<file path="src/rtl/iq_stream_buf_pkg.sv">
// iq_stream_buf_pkg
// Shared definitions for the I/Q stream buffer: sample width, the packed
// {I,Q} word layout and a helper that turns an address width into a depth.
package iq_stream_buf_pkg;

  localparam int IQ_DSZ = 16;

  // One buffered sample: I in the upper half, Q in the lower half.
  typedef struct packed {
    logic [IQ_DSZ-1:0] i;
    logic [IQ_DSZ-1:0] q;
  } iq_word_t;

  // Number of words addressable with an aw-bit address.
  function automatic int fifo_depth(input int aw);
    return 32'sd1 << aw;
  endfunction

endpackage

</file>
<file path="src/rtl/iq_buf_ram.sv">
// iq_buf_ram
// Simple dual-port RAM, 2^aw x dw, one write port and one registered read
// port. No reset on the array or read register so it maps onto block or
// distributed RAM.
// Ports:
//   clk        clock
//   wr_en_i    write strobe
//   wr_addr_i  write address
//   wr_data_i  write data
//   rd_en_i    read strobe; rd_data_o updates on the edge where it is high
//   rd_addr_i  read address
//   rd_data_o  registered read data (holds when rd_en_i is low)
module iq_buf_ram
  import iq_stream_buf_pkg::*;
#(
  parameter int aw = 4,
  parameter int dw = 2 * IQ_DSZ
) (
  input  logic          clk,
  input  logic          wr_en_i,
  input  logic [aw-1:0] wr_addr_i,
  input  logic [dw-1:0] wr_data_i,
  input  logic          rd_en_i,
  input  logic [aw-1:0] rd_addr_i,
  output logic [dw-1:0] rd_data_o
);

  logic [dw-1:0] mem_q [0:fifo_depth(aw)-1];

  // Write port.
  always_ff @(posedge clk) begin
    if (wr_en_i) begin
      mem_q[wr_addr_i] <= wr_data_i;
    end
  end

  // Registered read port; output holds between reads.
  always_ff @(posedge clk) begin
    if (rd_en_i) begin
      rd_data_o <= mem_q[rd_addr_i];
    end
  end

endmodule

</file>
<file path="src/rtl/iq_stream_buf.sv">
// iq_stream_buf
// Elastic buffer behind the decimating downconverter. Each valid I/Q pair is
// packed as {I,Q} into a circular RAM FIFO and presented first-word-fall-
// through on a valid/ready stream with a registered output. Reports fill
// level and a sticky overflow flag.
// Optional feature macro: IQ_STREAM_BUF_OVF_CNT_EN adds a saturating 16-bit
// dropped-sample counter on port ovf_cnt.
// Ports:
//   clk, reset (async, active-high)
//   in_valid, i_in, q_in   sample input (one-cycle pulse)
//   flush                  synchronous clear of FIFO contents
//   ovf_clr                synchronous clear of overflow status
//   out_valid, out_ready, out_data  output stream ({I,Q})
//   level                  words held, 0..DEPTH
//   ovf                    sticky overflow
//   ovf_cnt                dropped-sample count (macro only)
module iq_stream_buf
  import iq_stream_buf_pkg::*;
#(
  parameter int dsz = IQ_DSZ,
  parameter int asz = 4
) (
  input  logic             clk,
  input  logic             reset,
  input  logic             in_valid,
  input  logic [dsz-1:0]   i_in,
  input  logic [dsz-1:0]   q_in,
  input  logic             flush,
  input  logic             ovf_clr,
  output logic             out_valid,
  input  logic             out_ready,
  output logic [2*dsz-1:0] out_data,
  output logic [asz:0]     level,
  output logic             ovf
`ifdef IQ_STREAM_BUF_OVF_CNT_EN
  ,
  output logic [15:0]      ovf_cnt
`endif
);

  localparam logic [asz:0] DEPTH_L = (asz + 1)'(fifo_depth(asz));
  localparam logic [asz:0] ONE_L   = (asz + 1)'(1);
  localparam logic [asz:0] ZERO_L  = (asz + 1)'(0);

  // Pointers carry one extra bit so wr - rd gives the RAM occupancy directly.
  logic [asz:0]     wr_ptr_q, wr_ptr_d;
  logic [asz:0]     rd_ptr_q, rd_ptr_d;
  logic [asz:0]     level_q, level_d;
  logic             s1_q, s1_d;            // RAM read register holds an unclaimed word
  logic             out_valid_q, out_valid_d;
  logic [2*dsz-1:0] out_data_q, out_data_d;
  logic             ovf_q, ovf_d;

  logic [asz:0]     ram_cnt_s;
  logic             full_s, pop_s, wr_s, drop_s, load_s, rd_s;
  logic [2*dsz-1:0] ram_rdata_s;

  // Handshake decode and next-state logic.
  always_comb begin
    ram_cnt_s = wr_ptr_q - rd_ptr_q;
    full_s    = (level_q == DEPTH_L);
    pop_s     = out_valid_q & out_ready;
    // Full blocks writes even when a pop happens on the same edge.
    wr_s      = in_valid & ~full_s & ~flush;
    drop_s    = in_valid & full_s & ~flush;
    // Move the RAM read register into the output stage when it is free.
    load_s    = s1_q & (~out_valid_q | pop_s);
    // Prefetch whenever the RAM read register is (or becomes) free.
    rd_s      = (ram_cnt_s != ZERO_L) & (~s1_q | load_s) & ~flush;

    if (flush) begin
      wr_ptr_d    = ZERO_L;
      rd_ptr_d    = ZERO_L;
      level_d     = ZERO_L;
      s1_d        = 1'b0;
      out_valid_d = 1'b0;
      out_data_d  = out_data_q;
    end else begin
      wr_ptr_d    = wr_s ? (wr_ptr_q + ONE_L) : wr_ptr_q;
      rd_ptr_d    = rd_s ? (rd_ptr_q + ONE_L) : rd_ptr_q;
      case ({wr_s, pop_s})
        2'b10:   level_d = level_q + ONE_L;
        2'b01:   level_d = level_q - ONE_L;
        default: level_d = level_q;
      endcase
      if (rd_s) begin
        s1_d = 1'b1;
      end else if (load_s) begin
        s1_d = 1'b0;
      end else begin
        s1_d = s1_q;
      end
      if (load_s) begin
        out_valid_d = 1'b1;
        out_data_d  = ram_rdata_s;
      end else if (pop_s) begin
        out_valid_d = 1'b0;
        out_data_d  = out_data_q;
      end else begin
        out_valid_d = out_valid_q;
        out_data_d  = out_data_q;
      end
    end

    // A drop wins over a simultaneous clear.
    if (drop_s) begin
      ovf_d = 1'b1;
    end else if (ovf_clr) begin
      ovf_d = 1'b0;
    end else begin
      ovf_d = ovf_q;
    end
  end

  // State registers.
  always_ff @(posedge clk or posedge reset) begin
    if (reset) begin
      wr_ptr_q    <= ZERO_L;
      rd_ptr_q    <= ZERO_L;
      level_q     <= ZERO_L;
      s1_q        <= 1'b0;
      out_valid_q <= 1'b0;
      out_data_q  <= {(2 * dsz){1'b0}};
      ovf_q       <= 1'b0;
    end else begin
      wr_ptr_q    <= wr_ptr_d;
      rd_ptr_q    <= rd_ptr_d;
      level_q     <= level_d;
      s1_q        <= s1_d;
      out_valid_q <= out_valid_d;
      out_data_q  <= out_data_d;
      ovf_q       <= ovf_d;
    end
  end

  assign out_valid = out_valid_q;
  assign out_data  = out_data_q;
  assign level     = level_q;
  assign ovf       = ovf_q;

`ifdef IQ_STREAM_BUF_OVF_CNT_EN
  logic [15:0] ovf_cnt_q, ovf_cnt_d;

  // Saturating drop counter; a drop during a clear restarts the count at 1.
  always_comb begin
    if (drop_s && ovf_clr) begin
      ovf_cnt_d = 16'd1;
    end else if (drop_s) begin
      ovf_cnt_d = (ovf_cnt_q == 16'hFFFF) ? ovf_cnt_q : (ovf_cnt_q + 16'd1);
    end else if (ovf_clr) begin
      ovf_cnt_d = 16'd0;
    end else begin
      ovf_cnt_d = ovf_cnt_q;
    end
  end

  // Drop counter register.
  always_ff @(posedge clk or posedge reset) begin
    if (reset) begin
      ovf_cnt_q <= 16'd0;
    end else begin
      ovf_cnt_q <= ovf_cnt_d;
    end
  end

  assign ovf_cnt = ovf_cnt_q;
`endif

  iq_buf_ram #(
    .aw (asz),
    .dw (2 * dsz)
  ) u_ram (
    .clk       (clk),
    .wr_en_i   (wr_s),
    .wr_addr_i (wr_ptr_q[asz-1:0]),
    .wr_data_i ({i_in, q_in}),
    .rd_en_i   (rd_s),
    .rd_addr_i (rd_ptr_q[asz-1:0]),
    .rd_data_o (ram_rdata_s)
  );

endmodule

</file>
<file path="config.mk">
export PLATFORM = sky130hd
export DESIGN_NAME = iq_stream_buf
export DESIGN_NICKNAME = d
export VERILOG_FILES = /design/src/rtl/iq_stream_buf_pkg.sv /design/src/rtl/iq_buf_ram.sv /design/src/rtl/iq_stream_buf.sv
export SDC_FILE = /design/constraint.sdc
export NUM_CORES = 1
export LEC_CHECK = 0
export ABC_AREA = 0
export CAP_MARGIN = 20
export CORE_ASPECT_RATIO = 2
export CORE_MARGIN = 5
export CORE_UTILIZATION = 55
export CTS_BUF_LIST = sky130_fd_sc_hd__clkbuf_4 sky130_fd_sc_hd__clkbuf_8
export DETAILED_ROUTE_END_ITERATION = 8
export GPL_TIMING_DRIVEN = 0
export PLACE_DENSITY = 0.73
export SLEW_MARGIN = 5
export SYNTH_ARGS = -nofsm -noshare
export SYNTH_HDL_FRONTEND = slang
export SYNTH_SLANG_ARGS = --single-unit
</file>
<file path="constraint.sdc">
create_clock -name clk -period 6.2 [get_ports clk]
set_input_delay 1.24 -clock clk [delete_from_list [all_inputs] [get_ports clk]]
set_output_delay 1.24 -clock clk [all_outputs]
set_load 0.01 [all_outputs]
</file>
**Word-level counts from Yosys, hierarchy flattened**

Memory sizes are Yosys's and may differ from the RTL's. A register that Yosys moved wholly into a read port is not among the register bits.
Cells that the tools add are included.

- Bits in registers: 50
- RAM bits: 512
- Input bits: 38
- Logic and storage cells: 54
- Memories kept: 1

Memories:

| memory | depth | bits a word | rd ports | clocked after memory_dff | write ports | line | text |
|---|---|---|---|---|---|---|---|
| u_ram.mem_q | 16 | 32 | 1 | 1 | 1 | iq_buf_ram.sv:28 | `logic [dw-1:0] mem_q [0:fifo_depth(aw)-1];` |

- $add $sub $neg: 5
- Equality and inequality tests: 3
- Mux-type cells: 16
- Bitwise operators: 14
- Reduce and logical (&&, ||, !) cells: 8

Operator list:

| kind | number |
|---|---|
| 5-bit 2-to-1 mux | 5 |
| 5-bit by 1-bit adder with 5-bit output (second input constant) | 3 |
| 1-bit 2-to-1 mux | 10 |
| 5-bit case mux with 2 select lines | 1 |
| 3-bit nonzero test | 3 |
| 1-bit bitwise AND | 8 |
| 2-bit nonzero test | 3 |
| 5-bit == test (second input constant) | 1 |
| 5-bit nonzero test | 1 |
| 5-bit by 1-bit subtractor with 5-bit output (second input constant) | 1 |
| 5-bit subtractor | 1 |
| 1-bit NOT | 4 |
| 2-bit by 1-bit == test with 1-bit output (second input constant) | 1 |
| 2-bit == test (second input constant) | 1 |
| 1-bit OR | 2 |
| 2-bit AND reduction | 1 |

**Longest topological paths before layout**

Gate-level depths: netlist (run 1).

- Word-level depth: 8
- Depth in mapped cells: 11
- Gate-level depth less buffers: 9

**By module**

A second synthesis (run 1) with hierarchy kept.

- Cell total of the unflattened synthesis: 1026
- Area, all modules: 22549.1 sq um

By module, submodules not included:

| module | times used | cells each | area an instance (sq um) |
|---|---|---|---|
| iq_buf_ram | 1 | 838 | 20174.3 |
| iq_stream_buf | 1 | 188 | 2374.8 |

**Worst setup path before layout (run 1)**

Ideal clock, no wire load.

- Kind: reg-to-reg
- Start: register rd_ptr_q[2]
- End: register u_ram.rd_data_o[0], read port of u_ram.mem_q (enable)
- Data arrival time: 4171 ps
- Required time: 5739 ps
- Slack: 1568 ps
- Stages on the path, launching flop included: 10
- Cell sequence: dfrtp_1 -> buf_2 -> buf_1 -> clkinv_1 -> clkbuf_1 -> ha_1 -> a21oi_1 -> a211o_1 -> a211oi_2 -> nor3_1

- Longest elaborated chain between the ends: 4

RTL lines:

| what | line | text |
|---|---|---|
| start, declared | iq_stream_buf.sv:47 | `logic [asz:0] rd_ptr_q, rd_ptr_d;` |
| start signal, assigned | iq_stream_buf.sv:127 | `rd_ptr_q <= rd_ptr_d;` |
| 5-bit subtractor | iq_stream_buf.sv:60 | `ram_cnt_s = wr_ptr_q - rd_ptr_q;` |
| 5-bit nonzero test | iq_stream_buf.sv:69 | `rd_s = (ram_cnt_s != ZERO_L) & (~s1_q \| load_s) & ~flush;` |
| 1-bit bitwise AND (2 in a row) | iq_stream_buf.sv:69 |  |
| named net rd_s | iq_stream_buf.sv:55 | `logic full_s, pop_s, wr_s, drop_s, load_s, rd_s;` |
| end, declared | iq_buf_ram.sv:25 | `output logic [dw-1:0] rd_data_o` |

The timed path passes the listed nets, and every way through them passes these cells.
A chain may end at the register's enable or synchronous reset.

**Final worst setup path (run 1)**

- Start: register rd_ptr_q[2]
- End: register u_ram.rd_data_o[17], read port of u_ram.mem_q (enable)

Same word-level chain as after synthesis.

==> flow_summary.yaml, run 1 <==
floorplan:
  die_area_um2: 46100
  core_area_um2: 41100
  start_util: 0.557
  dieHeight_um: 299
  ioPinCount: 77
  core.rowCount: 105
  dieWidth_um: 154
status:
  status: "finished clean"
synthesis:
  synth_nets: 1195
  syn_area_um2: 22900
  ys_types: 44
  synth.top_cell.area_share: 0.713
  synth-edff-count: 544
  yosysWarnings: 0
  syn_inst: 1146
  async_reset_ff_frac: 0.0842
  synthTopCellsByArea: "edfxtp_1 (71%), mux4_2 (13%), dfrtp_1 (5.5%), nand2_1 (2.3%), mux2_2 (1.8%)"
  seq_area_frac_synth: 0.768
  synth-main-ff-cell: "edfxtp_1"
  synth-seq-cells: 594
  synth_top_area_cell: "edfxtp_1"
  yosysMostFrequentCell: "edfxtp_1"
  synth_area_per_cell_um2: 20.0
  ys_top_cells_by_count: "edfxtp_1 (544), nand2_1 (141), mux4_2 (128)"
timing:
  period_share: 0.689
  hold_viol_final: 0
  setup_violations: 0
  whs_ns: 0.475
  period_needed_ns: 4.27
  drv_slew: 0
  worst_slack_ns: 1.93
  grt_setup_unrepaired: "false"
  max_freq_ghz: 0.234
  finClkSkew_ns: 0.0243
  tightest_slew_ns: 0.948
  slew_headroom: 0.365
  setup-tns-final_ns: 0
routing:
  dr.first_iter.drc_count: 1087
  wl_met2_um: 27200
  detail-route-antenna-nets: 0
  vias: 11586
  route.top_layer_used: "met5"
  wirelength_um: 50200
  detail_route.wl_per_cell_um: 26.0
  route.detailed.drc: 0
  avgViaCountPerCell: 6.00
  wl_met1_um: 17700
  wl_met3_um: 3400
  dr.pass1.iters: 5
min_path:
  hold_class: "reg -> reg"
  whs_path_depth: 1
worst_setup_path:
  critPathMaxFanout: 10
  worst_ep_required_time_ns: 6.57
  endpoint_kind: "register"
  worstSetupStartpointType: "register"
  arrival_ns: 4.64
  critPathKind: "reg -> reg"
  rr_worst_depth: 11
grt:
  grt_pass1_wl_um: 75200
  gr-total-overflow: 0
  grt_usage: 0.222
  grt_pass1_vias: 12231
  antenna_found_initial: 3
  grt_max_degree: 35
clocking:
  htree_levels: 3
  path_clk_slew_ns: 0.07
  ctsResizeCount: 0
  cts_tree: "yes"
  ctsHoldBuffers: 0
  cts_sinks: 594
  cts_inserted_buffers: 76
  ctsRootBufferMaster: "clkbuf_8"
  clk_path_buf_depth: 3
  clock_latency_ns: 0.62
  cts_setup_buffers: 0
flow_run:
  maxCapViolCount: 0
power:
  powerDensity_nw_per_um2: 380
  p_leak_nw: 8.69
  vdd_drop_max_v: 0.000232
final_layout:
  nNetsFinal: 1380
  drive_gt1_frac: 0.261
  final_util: 0.643
  area_growth_pct: 15.5
placement:
  pre_cts_ws_ns: 2.03
  gp_congestion: 0.782
  portBuffers: 76
  dp_hpwl_um: 32900
path summary, 6_finish.rpt:
kind                                      from  slack (ns)                   to
setup / recovery                   rd_ptr_q[2]        1.93  u_ram.rd_data_o[17]
hold / removal             u_ram.rd_data_o[20]        0.48         out_data[20]
setup reg to reg                   rd_ptr_q[2]        1.93  u_ram.rd_data_o[17]
hold reg to reg            u_ram.rd_data_o[20]        0.48         out_data[20]
max in group asynchronous                reset        4.67         out_data[21]
min in group asynchronous                reset        0.94          out_data[2]
state kept, by name (all words and copies together) (netlist names):
signal / flops
level: 5
out_data: 32
out_valid: 1
ovf: 1
rd_ptr_q: 5
s1_q: 1
u_ram.mem_q: 512
u_ram.rd_data_o: 32
wr_ptr_q: 5
placed cells by master, fill, tap and decap left out, drive strengths merged, types with 2 or more instances in the layout:
cell type	n
edfxtp	544
nand2	141
clkbuf	133
mux4	128
clkdlybuf4s50	76
buf	60
dfrtp	50
mux2	36
a31oi	33
nor2	33
and3	32
clkinv	31
ha	11
inv	10
nor3	9
nor2b	7
a21oi	7
xor2	5
nand2b	5
nand3	5
xnor2	5
nand4	4
bufinv	4
clkinvlp	3
diode	2
nor3b	2
a32oi	2
nand3b	2
a211oi	2
cells by family after synthesis:
logic type	after synthesis	share of synthesized area
flip-flops	594	0.768
multiplexers	165	0.144
buffers and inverters	70	0.0141
adder cells (fa/ha/maj)	11	0.00601
AND/OR/NAND/NOR	245	0.0481
XOR/XNOR	11	0.00519
AO/OA/AOI/OAI	50	0.0149
critical path: stages, from the launching register on:
cell and delay (ns):
dfrtp_1 0.32, buf_2 0.25, buf_1 0.57, clkinv_1 0.56, clkbuf_1 0.45, ha_1 0.46, a21oi_1 0.09, a211o_1 0.31
a211oi_2 0.46, nor3_2 0.19, buf_6 0.20, buf_6 0.15
stage by stage:
stage	total power (W)	cells	cell area (um^2)
2_1_floorplan	0.00643	1146	22900
3_3_place_gp	0.00724	1757	24300
3_5_place_dp	0.00731	1788	24900
4_1_cts	0.0101	1928	26500
5_1_grt	0.0105	1929	26500
6_report	0.0101	1930	26500
cell type report:
class / count / area [um^2]
repair buffers: 107 / 1210
plain buffers: 60 / 285
well taps: 535 / 669
flip-flops and latches: 594 / 17600
diodes: 2 / 5.00
clock buffers: 102 / 1270
inverters: 10 / 37.5
fillers: 2741 / 14700
multi-input cells: 482 / 5110
clock inverters: 38 / 282
metal layers:
metal  vias to the layer above  GRT usage
met5                         -          0
met1                      5988      0.267
met2                       512      0.394
met3                       114     0.0410
li1                       4970          -
met4                         2     0.0867
report_power, final:
group	internal, W	switching, W
sequential	0.00472	0.000147
clock	0.00151	0.00135
combinational	0.00117	0.00116
No activity file was read; power rests on OpenSTA's default activity.
==> inputs of run 2 (changes only) <==
- PLACE_DENSITY: 0.73 -> 0.76
- clock period: 6.2 -> 3.7 ns (I/O delays scaled with it)
==> run 2 against run 1 <==
  * Cell count decreased by 0.36%
  * Global-route usage rose by 0.58 points
  * Clock-buffer cell count fell by 1
  * Critical path depth shrank 1
  * Via count is 1.7% higher
  * Largest power group unchanged
  * Critical path type unchanged
  * Clock power rose by 73%
  * Clock skew rose by 0.011 ns
  * First-iteration DRC count increased by 18%
  * Highest routed layer unchanged
==> flow_summary.yaml, run 2 (synthesis results as in run 1) <==
power:
  p_leak_nw: 8.71
  powerDensity_nw_per_um2: 643
  vdd_drop_max_v: 0.000293
  finalPower_w: 0.0171
floorplan:
  core.rowCount: 105
  dieWidth_um: 154
  dieHeight_um: 299
  die_area_um2: 46100
  core_area_um2: 41100
  start_util: 0.557
  ioPinCount: 77
final_layout:
  finalNonFillerCells: 1923
  regMostFlops: "u_ram.mem_q"
  nNetsFinal: 1377
  ff_latch_area_um2: 17600
  final_common_cell: "edfxtp_1"
  drive_gt1_frac: 0.260
  nFillCells: 2646
  multiInputGateArea_um2: 5160
  area_growth_pct: 16.2
  post-route-cell-area_um2: 26600
  final_cell_mix: "edfxtp_1 (544), nand2_1 (141), mux4_2 (128)"
  largest_reg_flops: 512
worst_setup_path:
  arrival_ns: 3.94
  critPathKind: "reg -> reg"
  worst_ep_required_time_ns: 4.09
  worstSetupStartpointType: "register"
  endpoint_kind: "register"
  critPathMaxFanout: 12
grt:
  grt_max_degree: 29
  grt_pass1_vias: 12634
  gr-total-overflow: 0
  grt_pass1_wl_um: 77600
  antenna_found_initial: 3
  grt_usage: 0.228
placement:
  pre_cts_ws_ns: -0.517
  dpl-instance-area_um2: 25000
  gp_congestion: 0.786
  dp_hpwl_um: 32300
  placed_cells: 1782
  portBuffers: 76
routing:
  dr.first_iter.drc_count: 1283
  avgViaCountPerCell: 6.13
  dr.pass1.iters: 5
  wirelength_um: 51400
  vias: 11783
  detail_route.wl_per_cell_um: 26.7
  route.detailed.drc: 0
  detail-route-antenna-nets: 0
clocking:
  cts_tree: "yes"
  cts_inserted_buffers: 77
  ctsHoldBuffers: 0
  cts_sinks: 594
  clock_latency_ns: 0.65
  htree_levels: 3
  clk_path_buf_depth: 3
  path_clk_slew_ns: 0.07
  ctsRootBufferMaster: "clkbuf_8"
timing:
  whs_ns: 0.472
  grt_setup_unrepaired: "false"
  setup_violations: 0
  period_needed_ns: 3.55
  hold_viol_final: 0
  finClkSkew_ns: 0.0354
  max_freq_ghz: 0.282
  tightest_slew_ns: 1.01
  worst_slack_ns: 0.148
  slew_headroom: 0.327
  drv_slew: 0
  period_share: 0.960
status:
  status: "finished clean"
min_path:
  hold_class: "reg -> reg"
flow_run:
  maxCapViolCount: 0
-- run 2: changes by cell type in the layout (fill, tap and decap cells not counted), sizes merged --
cell and change:
bufinv +1, inv +1, clkinv -1, clkinvlp -2, clkbuf -1, diode -1
buf -4
-- run 2: worst paths after layout --
check	end	from	slack, ns	cells after the start
max	u_ram.rd_data_o[23]	rd_ptr_q[3]	0.15	10
min	out_data[12]	u_ram.rd_data_o[12]	0.47	1
max reg2reg	u_ram.rd_data_o[23]	rd_ptr_q[3]	0.15	10
min reg2reg	out_data[12]	u_ram.rd_data_o[12]	0.47	1
max in group asynchronous	out_data[15]	reset	2.56	3
min in group asynchronous	out_data[12]	reset	0.52	2
-- run 2: report_power, final --
| group | total (W) | switching, W | internal (W) |
|---|---|---|---|
| combinational | 0.00401 | 0.00200 | 0.00201 |
| sequential | 0.00815 | 0.000231 | 0.00792 |
| clock | 0.00495 | 0.00234 | 0.00261 |
-- run 2: layout make-up --
cell class	instances	share of cell area
timing repair buffer	104	0.0489
clock buffer	101	0.0480
sequential	594	0.661
tap	535	0.0252
clock inverter	37	0.0112
inverter	10	0.00146
antenna	1	0.0000940
multi-input combinational	482	0.194
buffer	59	0.0106
-- run 2: metrics by stage --
stage / setup TNS [ns] / utilization
2_1_floorplan: 0 / -
3_3_place_gp: -826.06 / 0.592
3_5_place_dp: -17.33 / 0.608
4_1_cts: 0 / 0.646
5_1_grt: 0 / 0.647
6_report: 0 / 0.647
-- run 2: critical path, cell delays in order, from the launching register on --
cell,delay (ns)
dfrtp_1,0.32
clkbuf_1,0.51
inv_1,0.34
clkbuf_1,0.38
ha_1,0.32
xor3_1,0.39
nand4_1,0.18
a211oi_4,0.44
nor3_4,0.08
buf_4,0.18
buf_16,0.15
-- run 2: metal layers --
metal  up-vias  global-route usage  part of all wire
met5         -                   0           0.00051
met1      6087               0.274              0.34
li1       4957                   -                 -
met2       577               0.400              0.54
met3       158              0.0408             0.073
met4         4               0.102             0.044
-- run 2: timing repair --
item / 4_1_cts / 5_1_grt
pin swaps: 0 / 1
endpoints found under the setup margin: 38 / 27
cloned: 0 / 0
resized for setup: 1 / 1
setup buffers: 0 / 3
